$ cat src/rtl/wr_req_router.sv
// wr_req_router
//   Routes a single master write request to one of N_PORTS slave write
//   ports selected by s_sel, waits for that slave's acknowledge and
//   returns a one-cycle completion pulse (s_ack) to the master. A select
//   value outside the implemented port range completes immediately with
//   s_err set and no slave request issued.
//
// Optional feature:
//   WR_REQ_ROUTER_TIMEOUT_EN - when defined, a transaction whose slave does
//   not acknowledge within TIMEOUT SEND cycles is abandoned and completed
//   with s_err. When undefined, SEND waits indefinitely.
//
// Ports:
//   clk      in   single clock, rising edge
//   aresetn  in   asynchronous active-low reset
//   s_req    in   master write request, held until s_ack
//   s_sel    in   target slave index
//   s_addr   in   write address
//   s_wdata  in   write data
//   s_ack    out  one-cycle completion pulse
//   s_err    out  error flag, valid with s_ack
//   m_req    out  per-slave request, one-hot or zero
//   m_addr   out  flattened per-slave addresses, slice i = port i
//   m_wdata  out  flattened per-slave write data, slice i = port i
//   m_ack    in   per-slave acknowledge
//   busy     out  high whenever the router is not idle

module wr_req_router #(
  parameter int N_PORTS = 4,
  parameter int ADDR_W  = 32,
  parameter int DATA_W  = 32,
  parameter int SEL_W   = $clog2(N_PORTS),
  parameter int TIMEOUT = 255
) (
  input  logic                      clk,
  input  logic                      aresetn,
  input  logic                      s_req,
  input  logic [SEL_W-1:0]          s_sel,
  input  logic [ADDR_W-1:0]         s_addr,
  input  logic [DATA_W-1:0]         s_wdata,
  output logic                      s_ack,
  output logic                      s_err,
  output logic [N_PORTS-1:0]        m_req,
  output logic [N_PORTS*ADDR_W-1:0] m_addr,
  output logic [N_PORTS*DATA_W-1:0] m_wdata,
  input  logic [N_PORTS-1:0]        m_ack,
  output logic                      busy
);

  typedef enum logic [1:0] {IDLE, SEND, RESP, ERR} state_t;

  state_t           state;
  logic [SEL_W-1:0] sel;
  logic             sel_ok;

`ifdef WR_REQ_ROUTER_TIMEOUT_EN
  localparam int CNT_W = $clog2(TIMEOUT + 1);
  logic [CNT_W-1:0] wait_cnt;
`endif

  // Select values can exceed the port count when N_PORTS is not a power
  // of two; compare in 32 bits so N_PORTS itself never truncates.
  assign sel_ok = ({{(32-SEL_W){1'b0}}, s_sel} < 32'(N_PORTS));

  // The captured request lives directly in the selected m_addr/m_wdata
  // slice, so later changes on the master side cannot disturb it. All
  // outputs are registered; s_ack/s_err default low so they pulse once.
  always_ff @(posedge clk or negedge aresetn) begin
    if (!aresetn) begin
      state    <= IDLE;
      sel      <= '0;
      s_ack    <= 1'b0;
      s_err    <= 1'b0;
      m_req    <= '0;
      m_addr   <= '0;
      m_wdata  <= '0;
      busy     <= 1'b0;
`ifdef WR_REQ_ROUTER_TIMEOUT_EN
      wait_cnt <= '0;
`endif
    end else begin
      s_ack <= 1'b0;
      s_err <= 1'b0;
      case (state)
        IDLE: begin
          if (s_req) begin
            sel  <= s_sel;
            busy <= 1'b1;
            if (sel_ok) begin
              state                              <= SEND;
              m_req[s_sel]                       <= 1'b1;
              m_addr[s_sel*ADDR_W +: ADDR_W]     <= s_addr;
              m_wdata[s_sel*DATA_W +: DATA_W]    <= s_wdata;
`ifdef WR_REQ_ROUTER_TIMEOUT_EN
              wait_cnt                           <= '0;
`endif
            end else begin
              state <= ERR;
              s_ack <= 1'b1;
              s_err <= 1'b1;
            end
          end
        end
        SEND: begin
          // Only the selected port's acknowledge counts; an ack arriving
          // in the expiry cycle still completes the write normally.
          if (m_ack[sel]) begin
            state   <= RESP;
            m_req   <= '0;
            m_addr  <= '0;
            m_wdata <= '0;
            s_ack   <= 1'b1;
          end
`ifdef WR_REQ_ROUTER_TIMEOUT_EN
          // wait_cnt holds the number of earlier ack-less SEND cycles, so
          // this cycle is the TIMEOUT-th one without an acknowledge.
          else if (wait_cnt == CNT_W'(TIMEOUT - 1)) begin
            state   <= ERR;
            m_req   <= '0;
            m_addr  <= '0;
            m_wdata <= '0;
            s_ack   <= 1'b1;
            s_err   <= 1'b1;
          end else begin
            wait_cnt <= wait_cnt + 1'b1;
          end
`endif
        end
        RESP, ERR: begin
          state <= IDLE;
          busy  <= 1'b0;
        end
        default: begin
          state <= IDLE;
          busy  <= 1'b0;
        end
      endcase
    end
  end

endmodule

$ cat config.mk
export PLATFORM = sky130hd
export DESIGN_NAME = wr_req_router
export DESIGN_NICKNAME = d
export VERILOG_FILES = /design/src/rtl/wr_req_router.sv
export SDC_FILE = /design/constraint.sdc
export NUM_CORES = 1
export LEC_CHECK = 0
export CAP_MARGIN = 20
export CELL_PAD_IN_SITES_DETAIL_PLACEMENT = 0
export CELL_PAD_IN_SITES_GLOBAL_PLACEMENT = 1
export CORE_MARGIN = 2
export CORE_UTILIZATION = 41
export CTS_CLUSTER_DIAMETER = 120
export DETAILED_ROUTE_END_ITERATION = 6
export PLACE_DENSITY = 0.94
export SKIP_LAST_GASP = 1
export SLEW_MARGIN = 20
export SYNTH_ARGS = -nofsm -noshare
export SYNTH_HDL_FRONTEND = slang
export SYNTH_SLANG_ARGS = --single-unit
$ cat constraint.sdc
create_clock -name clk -period 3.18 [get_ports clk]
set_input_delay 0.636 -clock clk [delete_from_list [all_inputs] [get_ports clk]]
set_output_delay 0.636 -clock clk [all_outputs]
set_load 0.05 [all_outputs]
==> flow_summary.json, run 1 <==
{
  "multi_input_area_um2": 4432,
  "max_freq_mhz": 407.9,
  "synth_cells": 884,
  "ant_nets": 0,
  "holdCritPathClass": "in2async",
  "drive_above_1_share": 0.1602,
  "grt_pass1_wl_um": 55440,
  "slowest_delay_ns": 0.84,
  "post_cts_buffers": 0,
  "io_pins": 336,
  "postSynthAreaPerCell_um2": 13.30,
  "cp_max_fo": 2,
  "routabilityCongestion": 0.7992,
  "initial_core_util": 0.4131,
  "wl_met3_um": 3127,
  "ys.flop_type": "dfrtp_1",
  "chipWidth_um": 173.4,
  "drv_slew": 0,
  "reg2reg_to": "m_wdata[8]",
  "grt_use_total": 0.2323,
  "crit_path_top_delay_cell": "clkdlybuf4s50_1",
  "final_core_util": 0.5766,
  "drt_iter0_markers": 611,
  "synth_edf_count": 0,
  "rows": 62,
  "synth_warnings": 0,
  "p_total_mw": 13.12,
  "yosys.area.top_type": "dfrtp_1",
  "core_area_um2": 28470,
  "yosysUniqueCellTypes": 42,
  "cp-endpoint": "m_wdata[49]",
  "clkTransAtPathRegs_ns": 0.06,
  "final-hold-violation-count": 0,
  "insertedDiodeCount": 0,
  "antenna_found_initial": 1,
  "max_cap_violations": 0,
  "synth_area_leaders": "dfrtp_1 57%, and3_1 5.9%, mux2_1 5.7%",
  "critical_path_buf_inv_count": 1,
  "drt_first_pass_iters": 5,
  "cp-end-kind": "primary output",
  "period_share": 0.7709,
  "crit_family": "buffers and inverters",
  "htreeDepth": 1,
  "tightestPinTransition_ns": 0.9360,
  "fin_crit_ns": 2.451,
  "clk_latency_ns": 0.55,
  "ir_worst_vdd_v": 0.0006409,
  "synth.yosys.seq_area_share": 0.5660,
  "cts_tree": "built",
  "highest_layer": "met4",
  "async_flop_share": 1.000,
  "wl_per_cell_um": 22.04,
  "cts.path.max_buffers": 3,
  "clockRootBuffer": "clkbuf_16",
  "dp_hpwl_um": 22900,
  "drt-total-wl_um": 35150,
  "path_depth": 1,
  "relSlewSlack": 0.3760,
  "critical_path_required_ns": 2.54,
  "met2WireLength_um": 16710,
  "die-height_um": 173.4,
  "syn-cell-area_um2": 11760,
  "rsz0062_at_grt": "false",
  "die_area_um2": 30060,
  "overflow": 0,
  "avgViaCountPerCell": 5.419,
  "clkSinkCount": 266,
  "final_cell_mix": "333 x clkdlybuf4s50_1, 266 x dfrtp_1, 110 x and3_1, 60 x mux2_1, 59 x inv_1",
  "syn_nets": 964,
  "syn_to_final_growth_pct": 39.59,
  "cts_resized": 0,
  "ctsHoldBuffers": 0,
  "drc_errors": 0,
  "fill_cells": 2312,
  "grt_max_degree": 99,
  "status": "complete, no violations",
  "synth_top_area_frac": 0.5660,
  "regArea_um2": 6656,
  "fin_nets": 1271,
  "first_global_vias": 9101,
  "reg2reg_depth": 4,
  "r2r_setup_slack_ns": 0.92,
  "vias": 8643,
  "cp.arrival_ns": 1.82,
  "finalClockSkew_ns": 0.01554,
  "r2r_start": "state[1]",
  "cp-startpoint": "m_wdata[49]",
  "critPathKind": "reg2out",
  "setup_viol": 0,
  "cp_cell_sequence": "clkdlybuf4s50_1",
  "setup-tns-final_ns": 0,
  "powerDensity_nw_per_um2": 799.2,
  "final_common_cell": "clkdlybuf4s50_1",
  "p_leak_nw": 7.705,
  "cts_made_buffers": 29,
  "met1_length_um": 14550,
  "start_kind": "flop",
  "ys_ff_latch": 266,
  "port_buffers": 334
}
[synthesized netlist by cell type (3+ instances only)]
cell and count:
dfrtp_1 266, buf_2 14, ha_1 7, a22o_1 30, mux2_2 10, buf_6 22, nand4_1 56, mux2_4 41
a32o_1 8, inv_1 60, mux2_1 60, mux2i_1 58, clkbuf_1 42, and3_1 110, o21ai_0 4, buf_4 3
a22o_2 52, nor2_1 6
[how the worst min path moves through the flow]
stage	cells after the start	slack (ns)	to	from
5_1_grt	1	0.09	m_wdata[19]	aresetn
6_report	1	0.06	m_wdata[114]	aresetn
3_5_place_dp	1	0.47	m_wdata[41]	m_wdata[41]
3_3_place_gp	1	0.47	m_addr[62]	m_addr[62]
4_1_cts	1	0.07	m_wdata[21]	aresetn
2_1_floorplan	0	0.34	busy	aresetn
[routing by layer]
metal,global-route usage,vias to the layer above
li1,-,3829
met1,0.3030,4426
met2,0.3807,337
met3,0.06930,51
met4,0.05791,0
met5,0,-
[cell families after synthesis]
kind of cell	count (synthesis)	synth area share
AO/OA/AOI/OAI	105	0.08692
adder cells (fa/ha/maj)	7	0.007446
buffers and inverters	142	0.06181
flip-flops	266	0.5660
multiplexers	171	0.1711
other	1	0.0003188
AND/OR/NAND/NOR	192	0.1065
[area by class of cell]
cell class                      count  share of cell area
Inverter                           60             0.01372
Tap cell                          384             0.02927
Timing Repair Buffer              358              0.2224
Multi-Input combinational cell    476              0.2699
Clock buffer                       39             0.05198
Sequential cell                   266              0.4055
Clock inverter                     12            0.007240
[registers in the layout, summed over array words and instances (netlist names)]
register  count
state         2
sel           2
m_addr      128
m_req         4
busy          1
s_ack         1
m_wdata     128
[power by group]
| group | switching (mW) | internal (mW) | total (mW) |
|---|---|---|---|
| clock network | 1.37 | 2.03 | 3.40 |
| logic | 3.66 | 1.88 | 5.54 |
| registers | 0.322 | 3.86 | 4.18 |
[through the flow]
stage / instances / area [µm²] / hold WS, ns / setup WS (ns)
after CTS: 1594 / 16410 / 0.07386 / 0.6945
after global placement: 1543 / 15440 / 0.4669 / 0.3835
after detailed placement: 1543 / 15440 / 0.4739 / 0.3288
after global routing: 1595 / 16420 / 0.09109 / 0.6796
final: 1595 / 16420 / 0.06025 / 0.7285
after floorplan: 884 / 11760 / 0.3404 / 0.6173
No activity file was read; power rests on OpenSTA's default activity.
==> inputs of run 2 (changes only) <==
--- a/config.mk
+++ b/config.mk
@@ -9,10 +9,10 @@
 export CELL_PAD_IN_SITES_DETAIL_PLACEMENT = 0
 export CELL_PAD_IN_SITES_GLOBAL_PLACEMENT = 1
 export CORE_MARGIN = 2
-export CORE_UTILIZATION = 41
+export CORE_UTILIZATION = 38
 export CTS_CLUSTER_DIAMETER = 120
 export DETAILED_ROUTE_END_ITERATION = 6
-export PLACE_DENSITY = 0.94
+export PLACE_DENSITY = 0.88
 export SKIP_LAST_GASP = 1
 export SLEW_MARGIN = 20
 export SYNTH_ARGS = -nofsm -noshare
==> constraint.sdc (replaced) <==
create_clock -name clk -period 2.5 [get_ports clk]
set_input_delay 0.5 -clock clk [delete_from_list [all_inputs] [get_ports clk]]
set_output_delay 0.5 -clock clk [all_outputs]
set_load 0.05 [all_outputs]
==> run 2 against run 1 <==
- worst hold slack better by 0.42 ns
- core utilization down 2.6 points
- first-iteration DRC count down 15%
- sequential share of layout area down 0.92 points
- worst setup slack worse by 0.55 ns
- flip-flop and latch count unchanged
- total power up 30%
- routed wire length up 2.5%
- clock skew down 0.0018 ns
- critical path type unchanged
- largest cell class unchanged
==> flow_summary.json, run 2 (synthesis results as in run 1) <==
{
  "status": "complete, no violations",
  "fill_cells": 2572,
  "powerDensity_nw_per_um2": 1013,
  "cp.arrival_ns": 1.82,
  "drv_slew": 0,
  "drt-total-wl_um": 36040,
  "placed_cell_area_um2": 15830,
  "drc_errors": 0,
  "dp_cells": 1590,
  "final-hold-violation-count": 0,
  "fin_crit_ns": 2.317,
  "avgViaCountPerCell": 5.353,
  "overflow": 0,
  "drt_first_pass_iters": 4,
  "max_freq_mhz": 431.7,
  "worst_slack_ns": 0.1835,
  "antenna_found_initial": 1,
  "rsz0062_at_grt": "false",
  "cts_resized": 0,
  "crit_path_top_delay_cell": "clkdlybuf4s50_1",
  "r2r_start": "state[0]",
  "syn_to_final_growth_pct": 42.82,
  "period_share": 0.9266,
  "multi_input_area_um2": 4432,
  "clkSinkCount": 266,
  "ant_nets": 0,
  "min_to": "m_wdata[42]",
  "cts.path.max_buffers": 3,
  "rows": 64,
  "cp-end-kind": "primary output",
  "reg2reg_to": "m_addr[81]",
  "clockRootBuffer": "clkbuf_16",
  "cts_tree": "built",
  "grt_max_degree": 132,
  "r2r_setup_slack_ns": 0.36,
  "p_leak_nw": 7.892,
  "dp_hpwl_um": 24850,
  "insertedDiodeCount": 0,
  "fin_nets": 1307,
  "ir_worst_vdd_v": 0.0007358,
  "stdcell_count": 1642,
  "whs_path_depth": 1,
  "crit_family": "buffers and inverters",
  "final_core_util": 0.5506,
  "drive_above_1_share": 0.1774,
  "cts_made_buffers": 30,
  "final_cell_mix": "333 x clkdlybuf4s50_1, 266 x dfrtp_1, 110 x and3_1, 60 x mux2_1, 59 x inv_1",
  "hold_start": "m_wdata[42]",
  "die_area_um2": 32370,
  "regArea_um2": 6656,
  "holdCritPathClass": "reg2reg",
  "max_cap_violations": 0,
  "wl_per_cell_um": 21.95,
  "die-height_um": 179.9,
  "dp_slack_ns": -0.2099,
  "critical_path_required_ns": 2.00,
  "tightestPinTransition_ns": 0.8721,
  "vias": 8790,
  "core_area_um2": 30510,
  "final_common_cell": "clkdlybuf4s50_1",
  "post_cts_buffers": 0,
  "chipWidth_um": 179.9,
  "critPathKind": "reg2out",
  "relSlewSlack": 0.4186,
  "io_pins": 336,
  "cp_cell_sequence": "clkdlybuf4s50_1",
  "start_kind": "flop",
  "stdcell_area_um2": 16800,
  "ctsHoldBuffers": 1,
  "initial_core_util": 0.3855,
  "critical_path_buf_inv_count": 1,
  "routabilityCongestion": 0.8164,
  "drt_iter0_markers": 520,
  "grt_use_total": 0.2197,
  "htreeDepth": 1,
  "reg2reg_depth": 3,
  "hold_ws_ns": 0.4794,
  "setup_viol": 0,
  "reg_top3": "m_addr x128, m_wdata x128, m_req x4",
  "clk_latency_ns": 0.55,
  "slowest_delay_ns": 0.91,
  "cp_max_fo": 2,
  "setup-tns-final_ns": 0,
  "first_global_vias": 9395,
  "port_buffers": 334,
  "finalClockSkew_ns": 0.01374,
  "grt_pass1_wl_um": 56820,
  "clkTransAtPathRegs_ns": 0.06,
  "p_total_mw": 17.01
}
==> run 2: changes by cell type in the layout (fill, tap and decap cells not counted) <==
cell           delta
buf_12            +9
inv_6             -1
clkbuf_2          -1
clkinvlp_4        -1
clkinv_4          +1
buf_4            +26
clkbuf_16         +1
clkbuf_1          +7
clkinv_8          +1
clkinv_2          -4
clkbuf_8          -4
dlygate4sd3_1     +1
==> run 2: worst max-delay path by stage <==
stage               depth (start not counted)  slack, ns          end        from
floorplan                                   9       0.07  m_addr[105]    s_sel[0]
global placement                            7      -0.14  m_wdata[34]    s_sel[1]
detailed placement                          7      -0.21  m_addr[108]    s_sel[0]
CTS                                         1       0.17   m_addr[86]  m_addr[86]
global route                                1       0.13   m_addr[26]  m_addr[26]
finish                                      1       0.18   m_addr[86]  m_addr[86]
==> run 2: power by group <==
part / switching, mW / internal [mW]
Combinational: 4.75 / 2.65
Clock: 1.73 / 2.55
Sequential: 0.422 / 4.91
Total: 6.91 / 10.1
==> run 2: area by class of cell <==
type	count	share of cell area
multi-input cells	476	0.2638
clock buffers	43	0.05058
clock inverters	8	0.006406
inverters	60	0.01341
flip-flops and latches	266	0.3963
well taps	396	0.02950
repair buffers	393	0.2400
==> run 2: routing by layer <==
metal  up-vias  wire length, µm  GRT usage
li1       3891                -          -
met1      4504            15060     0.2877
met2       342            17130     0.3600
met3        53             3157    0.06442
met4         0              699    0.05236
met5         -                0          0
